**config.mk**
```make
export PLATFORM = sky130hd
export DESIGN_NAME = gen_chain_multi
export DESIGN_NICKNAME = d
export VERILOG_FILES = /design/src/rtl/gen_chain_multi.sv
export SDC_FILE = /design/constraint.sdc
export NUM_CORES = 1
export LEC_CHECK = 0
export ABC_AREA = 1
export CAP_MARGIN = 20
export CORE_AREA = 2 2 616 618
export CTS_CLUSTER_DIAMETER = 80
export DETAILED_ROUTE_END_ITERATION = 10
export DIE_AREA = 0 0 618 620
export MAX_ROUTING_LAYER = met4
export SYNTH_ARGS = -nofsm -noshare
export SYNTH_HDL_FRONTEND = slang
export SYNTH_SLANG_ARGS = --single-unit
```
**constraint.sdc**
```tcl
create_clock -name clk -period 19.21 [get_ports clk]
set_clock_uncertainty 0.05 [all_clocks]
set_input_delay 3.842 -clock clk [delete_from_list [all_inputs] [get_ports clk]]
set_output_delay 3.842 -clock clk [all_outputs]
set_load 0.03 [all_outputs]
```
**src/rtl/gen_chain_multi.sv**
```systemverilog
// WOTS chain engine: walks every chain of one key through an external F engine
// (keygen, sign or verify), keeping at most one hash outstanding.
module gen_chain_multi #(
    parameter int WOTS_W     = 16,
    parameter int WOTS_LOG_W = $clog2(WOTS_W),
    parameter int WOTS_LEN   = 67,
    parameter int KEY_LEN    = 256,
    parameter int IDX_W      = $clog2(WOTS_LEN)
) (
    input  logic                  clk,
    input  logic                  reset,
    input  logic                  start,
    input  logic [1:0]            mode,
    input  logic [255:0]          hash_addr,
    input  logic                  in_valid,
    output logic                  in_ready,
    input  logic [KEY_LEN-1:0]    in_data,
    input  logic [WOTS_LOG_W-1:0] in_digit,
    output logic                  out_valid,
    input  logic                  out_ready,
    output logic [KEY_LEN-1:0]    out_data,
    output logic [IDX_W-1:0]      out_index,
    output logic                  busy,
    output logic                  done,
    output logic                  f_start,
    output logic [KEY_LEN-1:0]    f_din,
    output logic [255:0]          f_addr,
    input  logic                  f_done,
    input  logic [KEY_LEN-1:0]    f_dout
);
    // One extra step bit so step+1 never wraps back to zero at W-1.
    localparam int SW = WOTS_LOG_W + 1;
    localparam logic [SW-1:0]    LAST_STEP   = SW'(WOTS_W - 1);
    localparam logic [IDX_W-1:0] LAST_IDX    = IDX_W'(WOTS_LEN - 1);
    localparam logic [1:0]       MODE_KEYGEN = 2'd0;
    localparam logic [1:0]       MODE_SIGN   = 2'd1;
    localparam logic [1:0]       MODE_RSVD   = 2'd3;

    typedef enum logic [2:0] {IDLE, FETCH, ISSUE, WAIT, EMIT} state_t;

    state_t             state, state_next;
    logic [1:0]         mode_q;
    logic [159:0]       base_hi;
    logic [31:0]        base_lo;
    logic [IDX_W-1:0]   idx;
    logic [SW-1:0]      step, end_step;
    logic [KEY_LEN-1:0] cur;
    logic               done_q;

    logic [SW-1:0] digit_ext, first_step, last_step, step_inc;
    logic          start_ok;

    // The chain and step words of the base address are replaced per hash.
    logic unused_addr_bits;
    assign unused_addr_bits = ^hash_addr[95:32];

    assign digit_ext = SW'(in_digit);
    assign step_inc  = step + SW'(1);
    assign start_ok  = start && (mode != MODE_RSVD);

    always_comb begin
        first_step = '0;
        last_step  = LAST_STEP;
        case (mode_q)
            MODE_KEYGEN: ;
            MODE_SIGN:   last_step  = digit_ext;
            default:     first_step = digit_ext;
        endcase
    end

    always_ff @(posedge clk or posedge reset) begin
        if (reset) state <= IDLE;
        else       state <= state_next;
    end

    always_comb begin
        state_next = state;
        in_ready   = 1'b0;
        out_valid  = 1'b0;
        f_start    = 1'b0;
        case (state)
            IDLE:  if (start_ok) state_next = FETCH;
            FETCH: begin
                in_ready = 1'b1;
                if (in_valid) state_next = (first_step == last_step) ? EMIT : ISSUE;
            end
            ISSUE: begin
                f_start    = 1'b1;
                state_next = WAIT;
            end
            WAIT:  if (f_done) state_next = (step_inc == end_step) ? EMIT : ISSUE;
            EMIT: begin
                out_valid = 1'b1;
                if (out_ready) state_next = (idx == LAST_IDX) ? IDLE : FETCH;
            end
            default: state_next = IDLE;
        endcase
    end

    always_ff @(posedge clk or posedge reset) begin
        if (reset) begin
            mode_q   <= '0;
            base_hi  <= '0;
            base_lo  <= '0;
            idx      <= '0;
            step     <= '0;
            end_step <= '0;
            cur      <= '0;
            done_q   <= 1'b0;
        end else begin
            done_q <= 1'b0;
            case (state)
                IDLE: if (start_ok) begin
                    mode_q  <= mode;
                    base_hi <= hash_addr[255:96];
                    base_lo <= hash_addr[31:0];
                    idx     <= '0;
                end
                FETCH: if (in_valid) begin
                    cur      <= in_data;
                    step     <= first_step;
                    end_step <= last_step;
                end
                WAIT: if (f_done) begin
                    cur  <= f_dout;
                    step <= step_inc;
                end
                EMIT: if (out_ready) begin
                    if (idx == LAST_IDX) done_q <= 1'b1;
                    else                 idx    <= idx + IDX_W'(1);
                end
                default: ;
            endcase
        end
    end

    // done is registered, so busy must also cover the IDLE cycle that carries it.
    assign busy      = (state != IDLE) || done_q;
    assign done      = done_q;
    assign out_data  = cur;
    assign out_index = idx;
    assign f_din     = cur;
    assign f_addr    = {base_hi, 32'(idx), 32'(step), base_lo};

endmodule
```
==> impl_results.md <==
* Die W at a little over 600 um
* Min cycle time layout at 7490 ps
* Synth Register Bits at 470
* CTS tree: built
* Maximum vdd drop at about 0.000073 V
* First-pass GRT wire length at about 370,000 um
* Hold Slack at between 400 and 500 ps
* Total CTS buffers at 84
* Lkg Pwr at 16.5 nW
* EDFF count, synth at 0
* DR iter-0 viols at roughly 1,400
* Netlist Area Pre-Place at roughly 23,000 um^2
* Status: finished clean
* Vias per inst at 2.65
* Clk_lat worst skew at 790 ps
* RSZ-0062 raised after global routing: false
* Pre-CTS WS at 10,990 ps
* Slew @ Worst Pin at around 1100 ps
* Seq/Total Area, Yosys at between 50% and 60%
* DRC errors left at 0
* Nature of the critical path endpoint: flop
* Design area at roughly 44,000 um^2
* Max_cap viols at 0
* Vias at roughly 23,000
* First-pass DRT Iterations at 5
* Final setup fails at 0
* Endpoints failing hold at 0
* Initial Utilization at under 10%
* DP Wirelength at 290,000 um
* Power Dens Cells at ~220 nW/um^2
* Fin. max-slew vios at 0
* Startpoint type of the worst setup path: input port
* Synth Instances at ~2,300
* Post-route setup slack at about 12,000 ps
* IO Count at approximately 1,600
* Post-CTS Setup Bufs at 0
* Area after DPL at between 40,000 and 50,000 um^2
* Hold-fix buffers, CTS at 0
* Average wire per standard cell at 36.8 um
* Fin crit share at 39.0%
* Ys async rst share at 100%
* Gpl congestion at approximately 0.92
* Setup TNS at 0 ps
* Initial antenna violation count at 381
* Site row count at approximately 230
* Post-Route WL at approximately 320,000 um
* H-tree depth at 3
* Fmax at 0.134 GHz
* Critical Path Fanout Max at 55
* Clock tree buffer depth at 4
* Pin count of the biggest net entering global routing at roughly 200
* Most frequent cells in the layout: clkdlybuf4s50_1, nand2_1, dfrtp_1, nor2_1, a31oi_1
* GRT Total Usage at between 15 and 20%
* Clock slew at reported path FFs at roughly 60 ps
* Layout cell share with drive strength beyond 1 at 10.1%
* Syn Area/Cell at about 9.9 um^2
* P&R area growth vs syn at 92.3%
* Die area at ~380,000 um^2
* Synth warnings at 0
* Dominant synthesized flop cell: dfrtp_1
* Port bufs at about 1,400
* CP dominant cell by count: buf_4
* Relative slew slack at 27.9%
* Routed Antenna Nets at 0
* Crit path DAT at about 8000 ps
* NumNets Final at about 4,200
* Vias in the first global route at about 21,000
* Worst path cell trace: clkdlybuf4s50_1, a21boi_1, nand2_8, buf_4, buf_4, buf_4, mux2_2
* Sink Count at 470
* # resized after CTS at 0
* CP max stage delay at 830 ps
* Worst Hold Class: reg -> reg
* Synth unique cells at 30
* Top delay family on crit path: buffers and inverters
* CTS root buf: clkbuf_16
* Slowest CP cell: buf_4
* Core area at 377,000 um^2
* WP data required at between 15,000 and 20,000 ps
* Most common cell after layout, fill and taps aside: clkdlybuf4s50_1
* CP Class: in -> reg
* Buf+Inv Stages, Crit Path at 4
* Total gr overflow at 0
* Die Ht at 620 um
flip-flops by register name (all words and copies together) (netlist names):
signal,count
done,1
step,5
base_hi,160
state,3
end_step,4
base_lo,32
out_index,7
mode_q,2
f_din,256
cells in the mapped netlist, types with 17 or more instances:
| master | instances | area (um^2) |
|---|---|---|
| buf_4 | 327 | 2450 |
| nand3_1 | 17 | 85.1 |
| mux2_4 | 130 | 1950 |
| nor2_1 | 275 | 1030 |
| nand2_1 | 574 | 2150 |
| inv_1 | 21 | 78.8 |
| buf_6 | 17 | 191 |
| clkbuf_1 | 17 | 63.8 |
| a31oi_1 | 258 | 1610 |
| dfrtp_1 | 470 | 11800 |
| mux2_2 | 56 | 631 |
| buf_2 | 91 | 455 |
worst paths after layout:
path | start | end | slack, ps | cells past startpoint
max | mode[1] | base_hi[99]$_DFFE_PP0P_ | 11720 | 7
min | base_hi[153]$_DFFE_PP0P_ | base_hi[153]$_DFFE_PP0P_ | 440 | 1
max reg2reg | state[2]$_DFFE_PP0P_ | f_din[27]$_DFFE_PP0P_ | 14490 | 8
min reg2reg | base_hi[153]$_DFFE_PP0P_ | base_hi[153]$_DFFE_PP0P_ | 440 | 1
max in group asynchronous | reset | base_hi[139]$_DFFE_PP0P_ | 12830 | 5
min in group asynchronous | reset | f_din[58]$_DFFE_PP0P_ | 3470 | 2
stage by stage:
| step | instances | util (%) | power, mW |
|---|---|---|---|
| 4_1_cts | 8541 | 11.6 | 9.83 |
| 3_3_place_gp | 8392 | 10.8 | 8.14 |
| 6_report | 8686 | 11.7 | 9.53 |
| 5_1_grt | 8668 | 11.7 | 9.97 |
| 3_5_place_dp | 8392 | 10.8 | 8.16 |
| 2_1_floorplan | 2364 | - | 4.83 |
power breakdown:
part           total (mW)  switching [mW]  internal, mW
sequential           2.07           0.578          1.49
combinational        5.87            3.97          1.90
clock                1.59           0.633         0.961
cells by family (layout without fill, tap and decap cells):
logic type      count (synthesis)  count (layout)  synth area share, %
simple gates                  886             886                 14.9
buf+inv                       478            1639                 14.3
flops                         470             470                 51.4
compound gates                275             275                 7.45
mux                           192             192                 11.6
xor+xnor                        8               8                0.306
fa+ha+maj                       3               3                0.164
other cells                     1             197               0.0164
layout make-up:
type | instances | area (um^2)
repair buffers | 1464 | 14600
fillers | 43200 | 333000
well taps | 5016 | 6280
inverters | 26 | 113
flip-flops and latches | 470 | 11800
clock inverters | 35 | 430
clock buffers | 114 | 2370
multi-input cells | 1416 | 8100
diodes | 145 | 363
layer usage:
| layer | GRT usage [%] | wire (um) | vias up |
|---|---|---|---|
| li1 | - | - | 9874 |
| met1 | 17.1 | 115000 | 11000 |
| met2 | 26.8 | 149000 | 1619 |
| met3 | 10.1 | 46800 | 480 |
| met4 | 3.58 | 9220 | 0 |
| met5 | - | 0 | - |
worst register-to-register path: cells and delay by family, from the launching register on:
kind	cells	cell delay, ps
buffers and inverters	4	2580
and+or+nand+nor	3	1230
DFF	1	410
AOI/OAI and AO/OA	1	270
No activity file was read; power rests on OpenSTA's default activity.
